`src/rtl/multicycle_control_unit.sv`:
```
// Multi-cycle RV32I control sequencer: FETCH/DECODE/EXECUTE/MEM/WB with a TRAP sink.
// Optional memory-handshake watchdog enabled by defining CTRL_MEM_WATCHDOG_EN.
module multicycle_control_unit #(
    parameter int MEM_TIMEOUT = 16
) (
    input  logic       clk,
    input  logic       rst,
    input  logic [6:0] opcode,
    input  logic       mem_ready,
    output logic       mem_req,
    output logic       ir_write,
    output logic       pc_write,
    output logic       MemRead,
    output logic       MemWrite,
    output logic       ALUsrc,
    output logic       branch,
    output logic       RegWrite,
    output logic [1:0] ALUop,
    output logic [2:0] state,
    output logic       illegal,
    output logic       timeout
);

    typedef enum logic [2:0] {
        S_FETCH   = 3'd0,
        S_DECODE  = 3'd1,
        S_EXECUTE = 3'd2,
        S_MEM     = 3'd3,
        S_WB      = 3'd4,
        S_TRAP    = 3'd5
    } state_t;

    typedef enum logic [3:0] {
        CL_R, CL_IALU, CL_LOAD, CL_JALR, CL_STORE, CL_BR, CL_LUI, CL_AUIPC, CL_JAL, CL_ILL
    } cls_t;

    if (MEM_TIMEOUT < 1) begin : g_bad_timeout
        $error("MEM_TIMEOUT must be at least 1");
    end

    state_t state_q, state_d;
    cls_t   cls_q, cls_dec;
    logic   illegal_q, timeout_q;
    logic   wd_expire;

    always_comb begin
        case (opcode)
            7'b0110011: cls_dec = CL_R;
            7'b0010011: cls_dec = CL_IALU;
            7'b0000011: cls_dec = CL_LOAD;
            7'b1100111: cls_dec = CL_JALR;
            7'b0100011: cls_dec = CL_STORE;
            7'b1100011: cls_dec = CL_BR;
            7'b0110111: cls_dec = CL_LUI;
            7'b0010111: cls_dec = CL_AUIPC;
            7'b1101111: cls_dec = CL_JAL;
            default:    cls_dec = CL_ILL;
        endcase
    end

`ifdef CTRL_MEM_WATCHDOG_EN
    localparam int CW = $clog2(MEM_TIMEOUT + 1);
    logic [CW-1:0] wd_cnt_q;
    logic          wd_wait;

    assign wd_wait   = ((state_q == S_FETCH) || (state_q == S_MEM)) && !mem_ready;
    // The wait cycle that would bring the count to MEM_TIMEOUT is the last one allowed.
    assign wd_expire = wd_wait && (wd_cnt_q == CW'(MEM_TIMEOUT - 1));
`else
    assign wd_expire = 1'b0;
`endif

    always_comb begin
        state_d = state_q;
        case (state_q)
            S_FETCH: begin
                if (mem_ready)      state_d = S_DECODE;
                else if (wd_expire) state_d = S_TRAP;
            end
            S_DECODE:  state_d = (cls_dec == CL_ILL) ? S_TRAP : S_EXECUTE;
            S_EXECUTE: begin
                if (cls_q == CL_BR)                              state_d = S_FETCH;
                else if (cls_q == CL_LOAD || cls_q == CL_STORE)  state_d = S_MEM;
                else                                             state_d = S_WB;
            end
            S_MEM: begin
                if (mem_ready)      state_d = (cls_q == CL_LOAD) ? S_WB : S_FETCH;
                else if (wd_expire) state_d = S_TRAP;
            end
            S_WB:    state_d = S_FETCH;
            S_TRAP:  state_d = S_TRAP;
            default: state_d = S_FETCH;
        endcase
    end

    always_ff @(posedge clk) begin
        if (rst) begin
            state_q   <= S_FETCH;
            cls_q     <= CL_R;
            illegal_q <= 1'b0;
            timeout_q <= 1'b0;
`ifdef CTRL_MEM_WATCHDOG_EN
            wd_cnt_q  <= '0;
`endif
        end else begin
            state_q   <= state_d;
            if (state_q == S_DECODE) cls_q <= cls_dec;
            illegal_q <= (state_q == S_DECODE) && (cls_dec == CL_ILL);
            timeout_q <= wd_expire;
`ifdef CTRL_MEM_WATCHDOG_EN
            if (state_d != state_q) wd_cnt_q <= '0;
            else if (wd_wait)       wd_cnt_q <= wd_cnt_q + CW'(1);
`endif
        end
    end

    // Strobes are decoded from the registered state; rst masks everything but the fetch request.
    always_comb begin
        mem_req  = 1'b0;
        ir_write = 1'b0;
        pc_write = 1'b0;
        MemRead  = 1'b0;
        MemWrite = 1'b0;
        ALUsrc   = 1'b0;
        branch   = 1'b0;
        RegWrite = 1'b0;
        ALUop    = 2'b00;
        case (state_q)
            S_FETCH: begin
                mem_req  = 1'b1;
                MemRead  = 1'b1;
                ir_write = mem_ready && !rst;
            end
            S_EXECUTE: if (!rst) begin
                ALUsrc = !(cls_q == CL_R || cls_q == CL_BR);
                case (cls_q)
                    CL_R, CL_IALU, CL_LOAD, CL_JALR: ALUop = 2'b10;
                    CL_BR:                           ALUop = 2'b01;
                    default:                         ALUop = 2'b00;
                endcase
                branch   = (cls_q == CL_BR);
                pc_write = (cls_q == CL_BR);
            end
            S_MEM: if (!rst) begin
                mem_req  = 1'b1;
                MemRead  = (cls_q == CL_LOAD);
                MemWrite = (cls_q == CL_STORE);
                pc_write = (cls_q == CL_STORE) && mem_ready;
            end
            S_WB: if (!rst) begin
                RegWrite = 1'b1;
                pc_write = 1'b1;
            end
            default: ;
        endcase
    end

    assign state   = state_q;
    assign illegal = illegal_q && !rst;
    assign timeout = timeout_q && !rst;

endmodule
```
`config.mk`:
```
export PLATFORM = sky130hd
export DESIGN_NAME = multicycle_control_unit
export DESIGN_NICKNAME = d
export VERILOG_FILES = /design/src/rtl/multicycle_control_unit.sv
export SDC_FILE = /design/constraint.sdc
export NUM_CORES = 1
export LEC_CHECK = 0
export ABC_CLOCK_PERIOD_IN_PS = 2200
export CORE_MARGIN = 5
export CORE_UTILIZATION = 43
export DETAILED_ROUTE_END_ITERATION = 6
export PLACE_DENSITY_LB_ADDON = 0.08
export SLEW_MARGIN = 0
export SYNTH_ARGS = -nofsm -noshare
export SYNTH_HDL_FRONTEND = slang
export SYNTH_SLANG_ARGS = --single-unit
```
`constraint.sdc`:
```
create_clock -name clk -period 2.2 [get_ports clk]
set_clock_uncertainty 0.1 [all_clocks]
set_input_delay 0.44 -clock clk [delete_from_list [all_inputs] [get_ports clk]]
set_output_delay 0.44 -clock clk [all_outputs]
set_load 0.005 [all_outputs]
```
# Word-level counts from Yosys, hierarchy flattened

Cells that the tools add are included.

Memories: 0
Bits in writable memories: 0
Flip-flop bits (word level): 8
Latch bits: 0
Word-level logic and storage cells: 62
Bits in read-only memories: 0
Bits of input ports: 10

Bitwise logic cells: 0
Shift-type cells: 0
Multipliers: 0
Div/mod/pow operators: 0
Add/subtract/negate cells: 0
Reductions and logical operators: 12
Equality and inequality tests: 22
Muxes and demuxes: 25
Order comparisons: 0

Operators by type and width:

| operator                                       | count |
|---|---|
| one-hot mux 4 bit (9 select lines)             | 1 |
| == test 7 x 6 -> 1 bit (second input constant) | 3 |
| == test 7 bit (second input constant)          | 3 |
| 2-to-1 mux 3 bit                               | 6 |
| one-hot mux 3 bit (5 select lines)             | 1 |
| == test 7 x 5 -> 1 bit (second input constant) | 2 |
| 2-to-1 mux 1 bit                               | 11 |
| == test 4 x 2 -> 1 bit (second input constant) | 2 |
| == test 4 x 3 -> 1 bit (second input constant) | 2 |
| == test 7 x 2 -> 1 bit (second input constant) | 1 |
| == test 3 x 2 -> 1 bit (second input constant) | 2 |
| == test 3 bit (second input constant)          | 2 |
| == test 4 x 1 -> 1 bit (second input constant) | 1 |
| == test 4 bit (second input constant)          | 1 |
| logical AND 1 bit                              | 4 |
| logical NOT 4 bit                              | 1 |
| 2-to-1 mux 2 bit                               | 2 |
| != test 2 bit (second input constant)          | 2 |
| one-hot mux 1 bit (2 select lines)             | 2 |
| one-hot mux 2 bit (2 select lines)             | 1 |
| OR reduction 4 bit                             | 1 |
| == test 3 x 1 -> 1 bit (second input constant) | 1 |
| logical NOT 3 bit                              | 1 |
| one-hot mux 1 bit (3 select lines)             | 1 |
| 3 further kinds                                | 5 |

# Longest topological paths before layout

Depth in word-level cells: 5
Mapped depth: 5
Mapped depth without buffers: 4

# Least setup slack after synthesis

Ideal clock, no wire load.

Path type: register to output
From: register state_q[2], in the netlist state[2]
To: output pc_write
Arrival time: 1.294 ns
Cell stages (with the launch flop): 6
Buffers on the path: 1
Path slack: 0.366 ns
Data required time: 1.660 ns
Cell sequence: dfxtp_1 buf_6 nand2b_1 or3_4 nor3_2 a211o_1

Longest elaborated chain between the ends: 2

RTL lines:

| what                                                           | RTL line | source |
|---|---|---|
| start, declared                                                | 41       | `state_t state_q, state_d;` |
| start signal, assigned                                         | 106      | `state_q <= state_d;` |
| == test 3 bit / == test 3 x 2 -> 1 bit (equally long branches) | 128      | `case (state_q)` |
| one-hot mux 1 bit (3 select lines) *                           | 128      |  |
| end, declared                                                  | 12       | `output logic pc_write,` |

Mark *: on every way between the ends. The rest lies on a longest branch, timed or not.

# Worst setup path in the final report

From: input rst
To: output MemRead

Longest elaborated chain between the ends: 2

RTL lines:

| what                               | RTL line | source |
|---|---|---|
| start, declared                    | 7        | `input logic rst,` |
| 2-to-1 mux 1 bit                   | 144      | `S_MEM: if (!rst) begin` |
| one-hot mux 1 bit (2 select lines) | 128      |  |
| end, declared                      | 13       | `output logic MemRead,` |

No other way between the ends.

==> results.yml <==
run_status:
  status: "complete, no violations"
routing:
  top_layer: "met4"
  ant_nets: 0
  drc: 0
  wl_met2_um: 874
  vias: 784
  wire_per_inst_um: 13.5
  wl_met3_um: 111
  wl_um: 1900
  drt-initial-drc-count: 12
  wl_met1_um: 891
  drt_pass1_iterations: 4
  avgViaCountPerCell: 5.56
power_and_ir_drop:
  p_switching_mw: 0.152
  ir_drop_v: 0.000290
  post-layout-total-power_mw: 0.463
  powerDensity_nw_per_um2: 438
  p_sw_share_pct: 32.9
  p_comb_share_pct: 38.7
  clkPwrFrac_pct: 25.9
  intPower_mw: 0.311
  power.leakage_nw: 0.468
  p_seq_share_pct: 35.4
clock_network:
  ctsLongestPathBuffers: 2
  holdBufCountCts: 0
  post_cts_buffers: 0
  insertion_delay_ns: 0.27
  clkTransAtPathRegs_ns: 0.05
  cts-root-buf: "clkbuf_4"
  cts_inserted_buffers: 3
  cts_tree: "done"
  cts_max_level: 1
  clkSinkCount: 8
worst_hold_path:
  hold_class: "flop to flop"
synth:
  netlist_top_cells_count: "nor2_1, dfxtp_1, nor3_1"
  async_flop_share_pct: 0
  netlist.area_leader.share_pct: 23.1
  synth_edf_count: 0
  syn_area_um2: 694
  ys_seq_area_share_pct: 23.1
  synthCells: 89
  yosysMostFrequentCell: "nor2_1"
  ys_seq_elements: 8
  syn_avg_cell_area_um2: 7.80
  syn_nets: 99
  yosysTopAreaCell: "dfxtp_1"
  yosysWarnings: 0
  ys_types: 44
  synthTopCellsByArea: "dfxtp_1, nor3_1, nor2_1"
  ys.flop_type: "dfxtp_1"
finish:
  drive_gt1_share_pct: 27.2
  finish.utilization_pct: 69.4
  area_growth_pct: 52.3
  nets: 137
  antennaDiodeCount: 0
flow_run:
  cap_violations: 0
sta:
  finalSetupViolCount: 0
  finalSetupTns_ns: 0
  rsz0062_at_grt: "true"
  timing.hold.ws_ns: 0.509
  fin_crit_sh_pct: 98.7
  setup_ws_ns: 0.0276
  fmax_mhz: 460
  fin_crit_ns: 2.17
  hold_viol_final: 0
  slew_viol_final: 0
floorplan:
  initial_core_util_pct: 45.6
  die_h_um: 50.2
  io_pins: 25
  num_rows: 14
  dieArea_um2: 2520
  fp.dieW_um: 50.2
  core-area_um2: 1520
worst_setup_path:
  worstSetupStartpointType: "primary input"
  crit_fanout: 3
  critical_path_arrival_ns: 1.63
  cp.required_ns: 1.66
  setup.worst_path.end_class: "output pin"
  critPathKind: "primary input to output pin"
placement:
  gp_congestion: 0.815
  hpwl_um: 1540
  numPortBuffers: 23
  post-place-ws_ns: -0.482
global_route:
  grt_pass1_wl_um: 3320
  antenna_found_initial: 0
  grt_max_degree: 14
  grt_usage_pct: 16.6
  grt.overflow.total: 0
  grt_pass1_vias: 766
sequential cells by signal, indices dropped and copies added (netlist names):
name and cells:
state 3, cls_q 4, illegal_q 1
layer usage:
metal | global-route usage (%) | up-vias
met5 | 0 | -
met4 | 5.24 | 0
met3 | 3.85 | 2
met2 | 26.8 | 19
met1 | 21.8 | 362
li1 | - | 401
critical path, cell delays in order:
cell and delay, ns:
dlygate4sd2_1 0.26, nand2b_4 0.16, or2_2 0.29, nand3b_1 0.16, a21oi_1 0.12, clkdlybuf4s15_1 0.21
worst paths after layout:
path | from | end | slack [ns] | depth (start not counted)
min | cls_q[1] | cls_q[1] | 0.51 | 3
max reg2reg | state[0] | state[1] | 0.58 | 5
max | rst | MemRead | 0.03 | 6
min reg2reg | cls_q[1] | cls_q[1] | 0.51 | 3
kinds of logic (layout without fill, tap and decap cells):
group	count (synthesis)	after routing	synth area share, %
AOI/OAI and AO/OA	24	24	26.8
buffers and inverters	8	44	7.21
other	1	1	0.540
and+or+nand+nor	46	46	39.6
DFF	8	8	23.1
xor gates and xnor gates	1	1	1.26
muxes	1	1	1.44
power groups by stage:
stage	Clock, mW	Combinational (mW)	Sequential (mW)
2_1_floorplan	0	0.0876	0.169
3_3_place_gp	0	0.176	0.165
3_5_place_dp	0	0.179	0.165
4_1_cts	0.120	0.180	0.163
5_1_grt	0.129	0.198	0.166
6_report	0.120	0.179	0.164
metrics by stage:
stage / area, µm² / cells
after floorplan: 694 / 89
after global placement: 1020 / 139
after detailed placement: 1020 / 139
after CTS: 1060 / 141
after global routing: 1060 / 141
final: 1060 / 141
repair_timing:
item	CTS	global route
hold endpoints to repair	0	0
endpoints found under the setup margin	11	5
pin swaps	3	5
gates resized for setup	17	6
placed cells by master (no fill, tap or decap), types with 2 or more instances in the layout:
cell type / count
a211o_1: 2
a21oi_1: 4
a311oi_1: 2
and2b_1: 2
buf_4: 14
clkbuf_2: 2
clkbuf_4: 3
clkdlybuf4s50_1: 12
dfxtp_1: 6
dfxtp_2: 2
dlygate4sd2_1: 7
inv_1: 4
nand2_1: 5
nand2b_1: 4
nand3_1: 2
nand3b_1: 2
nor2_1: 9
nor2_2: 2
nor2b_1: 2
nor3_1: 6
nor3_4: 2
o21ai_0: 2
o22ai_1: 2
layout make-up:
cell class                 count  area (µm²)
fill                         133         467
tap                           16        20.0
sequential                     8         163
multi-input combinational     73         518
clock buffer                   3        22.5
inverter                       4        15.0
timing repair buffer          37         319
No activity file was read; power rests on OpenSTA's default activity.
==> RTL edit 1: new RTL, config.mk and constraints unchanged <==
Encoding of `cls_t`: now one-hot (10 bits for 10 values).
--- a/src/rtl/multicycle_control_unit.sv
+++ b/src/rtl/multicycle_control_unit.sv
@@ -31,6 +31,6 @@
     } state_t;
 
-    typedef enum logic [3:0] {
-        CL_R, CL_IALU, CL_LOAD, CL_JALR, CL_STORE, CL_BR, CL_LUI, CL_AUIPC, CL_JAL, CL_ILL
+    typedef enum logic [9:0] {
+        CL_R = 10'b0000000001, CL_IALU = 10'b0000000010, CL_LOAD = 10'b0000000100, CL_JALR = 10'b0000001000, CL_STORE = 10'b0000010000, CL_BR = 10'b0000100000, CL_LUI = 10'b0001000000, CL_AUIPC = 10'b0010000000, CL_JAL = 10'b0100000000, CL_ILL = 10'b1000000000
     } cls_t;
 
Behaviour: same outputs for any inputs over 10 cycles, from zero or initial values and one cycle with rst high; not proved beyond that.
==> RTL edit 1 against the unedited design <==
  * Routed wire length increased by 46%
  * The flow now finishes with violations (negative setup slack)
  * Clock power increased by 57%
  * Setup slack got worse by 0.029 ns
  * Synthesized area increased by 37%
  * Sequential share of layout area increased by 3.5 points
  * Largest power group is now sequential cells
  * Sequential cell count increased by 6
  * Final area increased by 45%
  * Power increased by 46%
==> RTL edit 1: results (changes against the unedited design) <==
| Metric | Value |
|---|---|
| Status | finished with violations (was complete, no violations) |
| Failing checks | negative setup slack |
| ANT cells | 0 (unchanged) |
| Reg with most FFs | cls_q (unchanged) |
| Net Count, Synth | 133 (was 99) |
| WL met3 | 125 um (was 111 um) |
| Worst Setup SP | cls_q[8] (was rst) |
| Critical Path Max Stage Delay | 0.33 ns (was 0.29 ns) |
| Setup CP Type | register to output pin (was primary input to output pin) |
| Internal Power | 0.486 mW (was 0.311 mW) |
| Top area cells in the synthesized netlist | dfxtp_1 29%, nor2_1 5.5%, nor2b_1 5.3% (was dfxtp_1 23%, nor3_1 5.0%, nor2_1 4.9%) |
| Pin count of the biggest net entering global routing | 14 (unchanged) |
| Post-synth top cells | 14 x dfxtp_1, 14 x nor2_1, 10 x nand2_1, 8 x nor2b_1 (was 9 x nor2_1, 8 x dfxtp_1, 7 x nor3_1, 5 x nand2_1, 5 x nand2b_1) |
| Avg Vias per Cell | 5.36 (was 5.56) |
| DR WL/cell | 13.6 um (was 13.5 um) |
| Sequential power | 0.277 mW (was 0.164 mW) |
| Static Leakage | 0.677 nW (was 0.468 nW) |
| Final worst slack | -0.00119 ns (was 0.0276 ns) |
| Arrival time worst endpoint | 1.66 ns (was 1.63 ns) |
| Hold depth | 2 (was 3) |
| Routed length on met1 | 1230 um (was 891 um) |
| Hold_ws | 0.392 ns (was 0.509 ns) |
| Met1 Use GR | 20.5% (was 21.8%) |
| Post-synthesis adder-cell area fraction | 0% (unchanged) |
| CP endpoint | ALUop[0] (was MemRead) |
| Layout cell share with drive strength beyond 1 | 37.5% (was 27.2%) |
| Mux cell area share after synthesis | 0% (was 1.44%) |
| Vias in the first global route | 1014 (was 766) |
| Final Setup Violations | 1 (was 0) |
| Reg power frac | 41.0% (was 35.4%) |
| FF-to-FF End | cls_q[1] (was state[1]) |
| Hold Path End | cls_q[9] (was cls_q[1]) |
| Met2 Use GR | 30.0% (was 26.8%) |
| Iter 0 DRT Violations | 15 (was 12) |
| Clk_lat worst skew | 0.29 ns (was 0.27 ns) |
| Delay-heaviest family, CP | buffers and inverters (was simple AND/OR/NAND/NOR gates) |
| Post-Synth XOR/XNOR Area | 3.68% (was 1.26%) |
| Nets | 187 (was 137) |
| CP max-delay cell | dfxtp_2 (was or2_2) |
| Tot GR Track Use | 17.1% (was 16.6%) |
| Placer's final routability congestion estimate | 0.859 (was 0.815) |
| Hold_sp | cls_q[9] (was cls_q[1]) |
| DP HPWL | 2020 um (was 1540 um) |
| Post-synth cell types | 42 (was 44) |
| Peak VDD IR | 0.282 mV (was 0.290 mV) |
| Comb power frac | 31.2% (was 38.7%) |
| Pre-CTS setup slack | -0.568 ns (was -0.482 ns) |
| Sequential area share after synthesis | 29.5% (was 23.1%) |
| FF-to-FF Start | state[2] (was state[0]) |
| R2r setup slk | 0.08 ns (was 0.58 ns) |
| Met3 Use GR | 2.26% (was 3.85%) |
| Met2 WL | 1350 um (was 874 um) |
==> RTL edit 1: changes by cell type after synthesis, sizes merged, moves of 5 or more <==
cell / unedited run / this run
nor3: 9 / 2
clkbuf: 0 / 6
nor2b: 2 / 8
nand2: 5 / 10
dfxtp: 8 / 14
==> RTL edit 1: through the flow <==
stage	std cells	TNS (ns)	instance area, um2
6_report	204	-0.00119	1530
5_1_grt	204	-0.374	1530
4_1_cts	203	-0.0456	1510
3_5_place_dp	194	-4.21	1390
3_3_place_gp	194	-3.99	1390
2_1_floorplan	123	0	951
==> RTL edit 1: repair_timing <==
action | CTS | global route
gates resized for setup | 40 | 13
hold buffers | 0 | 0
setup buffers | 5 | 1
pin swaps | 7 | 6
setup endpoints to repair | 11 | 8
==> RTL edit 1: cell type report <==
class | instances | area [um2] | area share, %
clock buffer | 4 | 36.3 | 2.37
inverter | 2 | 7.51 | 0.491
multi-input combinational | 96 | 669 | 43.8
sequential | 14 | 289 | 18.9
tap | 28 | 35.0 | 2.29
timing repair buffer | 60 | 492 | 32.2
==> RTL edit 2: new RTL, same settings <==
Without the edit above. Build with the macro `CTRL_MEM_WATCHDOG_EN` defined.
--- a/src/rtl/multicycle_control_unit.sv
+++ b/src/rtl/multicycle_control_unit.sv
@@ -1,4 +1,6 @@
 // Multi-cycle RV32I control sequencer: FETCH/DECODE/EXECUTE/MEM/WB with a TRAP sink.
 // Optional memory-handshake watchdog enabled by defining CTRL_MEM_WATCHDOG_EN.
+`define CTRL_MEM_WATCHDOG_EN
+
 module multicycle_control_unit #(
     parameter int MEM_TIMEOUT = 16
Formal check against the unedited RTL: no difference found for any inputs over 10 cycles, from zero or initial values and one cycle with rst high; that may be too few to reach the edited logic, so the function may still have changed.
==> RTL edit 2 against the unedited design <==
  * Global-route usage shrank 0.68 points
  * Register-to-register slack lost 0.25 ns
  * Synthesized area is 44% higher
  * Power up 59%
  * Final area increased by 34%
  * Routed wire length increased by 35%
  * Critical path depth shrank 3
  * Sequential share of layout area increased by 4.9 points
  * Setup slack better by 0.032 ns
  * Sequential cell count increased by 6
  * Critical endpoint is now ir_write
  * Highest routed layer unchanged
==> RTL edit 2: results (changes against the unedited design) <==
| Metric | Value |
|---|---|
| Status | complete, no violations (unchanged) |
| Nets | 172 (was 137) |
| Placed instance count | 180 (was 139) |
| Post-DP Area | 1310 um2 (was 1020 um2) |
| CP max-delay cell | clkdlybuf4s50_1 (was or2_2) |
| Pre-CTS setup slack | -0.401 ns (was -0.482 ns) |
| Sequential area share after synthesis | 28.1% (was 23.1%) |
| Post-synth top cells | 14 x dfxtp_1, 13 x nor2_1, 7 x nor2b_1, 6 x nand2_1, 6 x nor3_1 (was 9 x nor2_1, 8 x dfxtp_1, 7 x nor3_1, 5 x nand2_1, 5 x nand2b_1) |
| R2R cell count | 6 (was 5) |
| FF-to-FF End | wd_cnt_q[4] (was state[1]) |
| Peak VDD IR | 0.347 mV (was 0.290 mV) |
| Post-synthesis adder-cell area fraction | 2.51% (was 0%) |
| Worst Setup SP | mem_ready (was rst) |
| Net Count, Synth | 138 (was 99) |
| Fillers | 201 (was 133) |
| Compound-cell area share of the yosys netlist | 18.2% (was 26.8%) |
| R2r setup slk | 0.33 ns (was 0.58 ns) |
| Placer's final routability congestion estimate | 0.842 (was 0.815) |
| Top area cells in the synthesized netlist | dfxtp_1 28%, nor2_1 4.9%, nor2b_1 4.4% (was dfxtp_1 23%, nor3_1 5.0%, nor2_1 4.9%) |
| First-pass GRT wire length | 4280 um (was 3320 um) |
| Avg Vias per Cell | 5.58 (was 5.56) |
| DP HPWL | 1830 um (was 1540 um) |
| Reg with most FFs | wd_cnt_q (was cls_q) |
| Vias in the first global route | 1007 (was 766) |
| Iter 0 DRT Violations | 17 (was 12) |
| Power per cell area | 518 nW/um2 (was 438 nW/um2) |
| Delay-heaviest family, CP | buffers and inverters (was simple AND/OR/NAND/NOR gates) |
| Comb power frac | 38.8% (was 38.7%) |
| Post-synth cell types | 46 (was 44) |
| FF-to-FF Start | wd_cnt_q[0] (was state[0]) |
| Arrival time worst endpoint | 1.60 ns (was 1.63 ns) |
| Clock transition at path regs | 0.08 ns (was 0.05 ns) |
| Sequential power | 0.309 mW (was 0.164 mW) |
==> RTL edit 2: cell count changes in the layout (fill, tap and decap cells not counted), moves of 3 or more <==
cell	delta
a211oi_1	+3
dfxtp_1	+3
dlymetal6s2s_1	+4
nor2b_1	+4
o21ai_0	+3
xnor2_1	+4
==> RTL edit 2: timing repair <==
action	CTS	global route
pin swaps	5	2
endpoints found under the setup margin	12	6
resized for setup	21	9
setup buffers	3	1
==> RTL edit 2: how the worst min path moves through the flow <==
| stage | cells past startpoint | start | slack, ns | to |
|---|---|---|---|---|
| floorplan | 2 | wd_cnt_q[3] | 0.38 | wd_cnt_q[3] |
| global placement | 2 | wd_cnt_q[4] | 0.39 | wd_cnt_q[4] |
| detailed placement | 2 | wd_cnt_q[4] | 0.39 | wd_cnt_q[4] |
| CTS | 2 | wd_cnt_q[4] | 0.41 | wd_cnt_q[4] |
| global route | 2 | wd_cnt_q[4] | 0.45 | wd_cnt_q[4] |
| finish | 2 | wd_cnt_q[4] | 0.40 | wd_cnt_q[4] |
==> RTL edit 2: layout make-up <==
type / count / area (um2) / share of cell area [%]
Multi-Input combinational cell: 97 / 693 / 48.8
Timing Repair Buffer: 39 / 363 / 25.5
Sequential cell: 14 / 289 / 20.3
Tap cell: 28 / 35.0 / 2.46
Clock buffer: 3 / 22.5 / 1.58
Inverter: 5 / 18.8 / 1.32
==> RTL edit 2: per-layer routing <==
metal / vias to the layer above / GRT usage (%) / routed length, um
li1: 523 / - / -
met1: 477 / 19.0 / 1170
met2: 36 / 26.0 / 1210
met3: 2 / 4.90 / 169
met4: 0 / 7.62 / 12
met5: - / 0 / 0
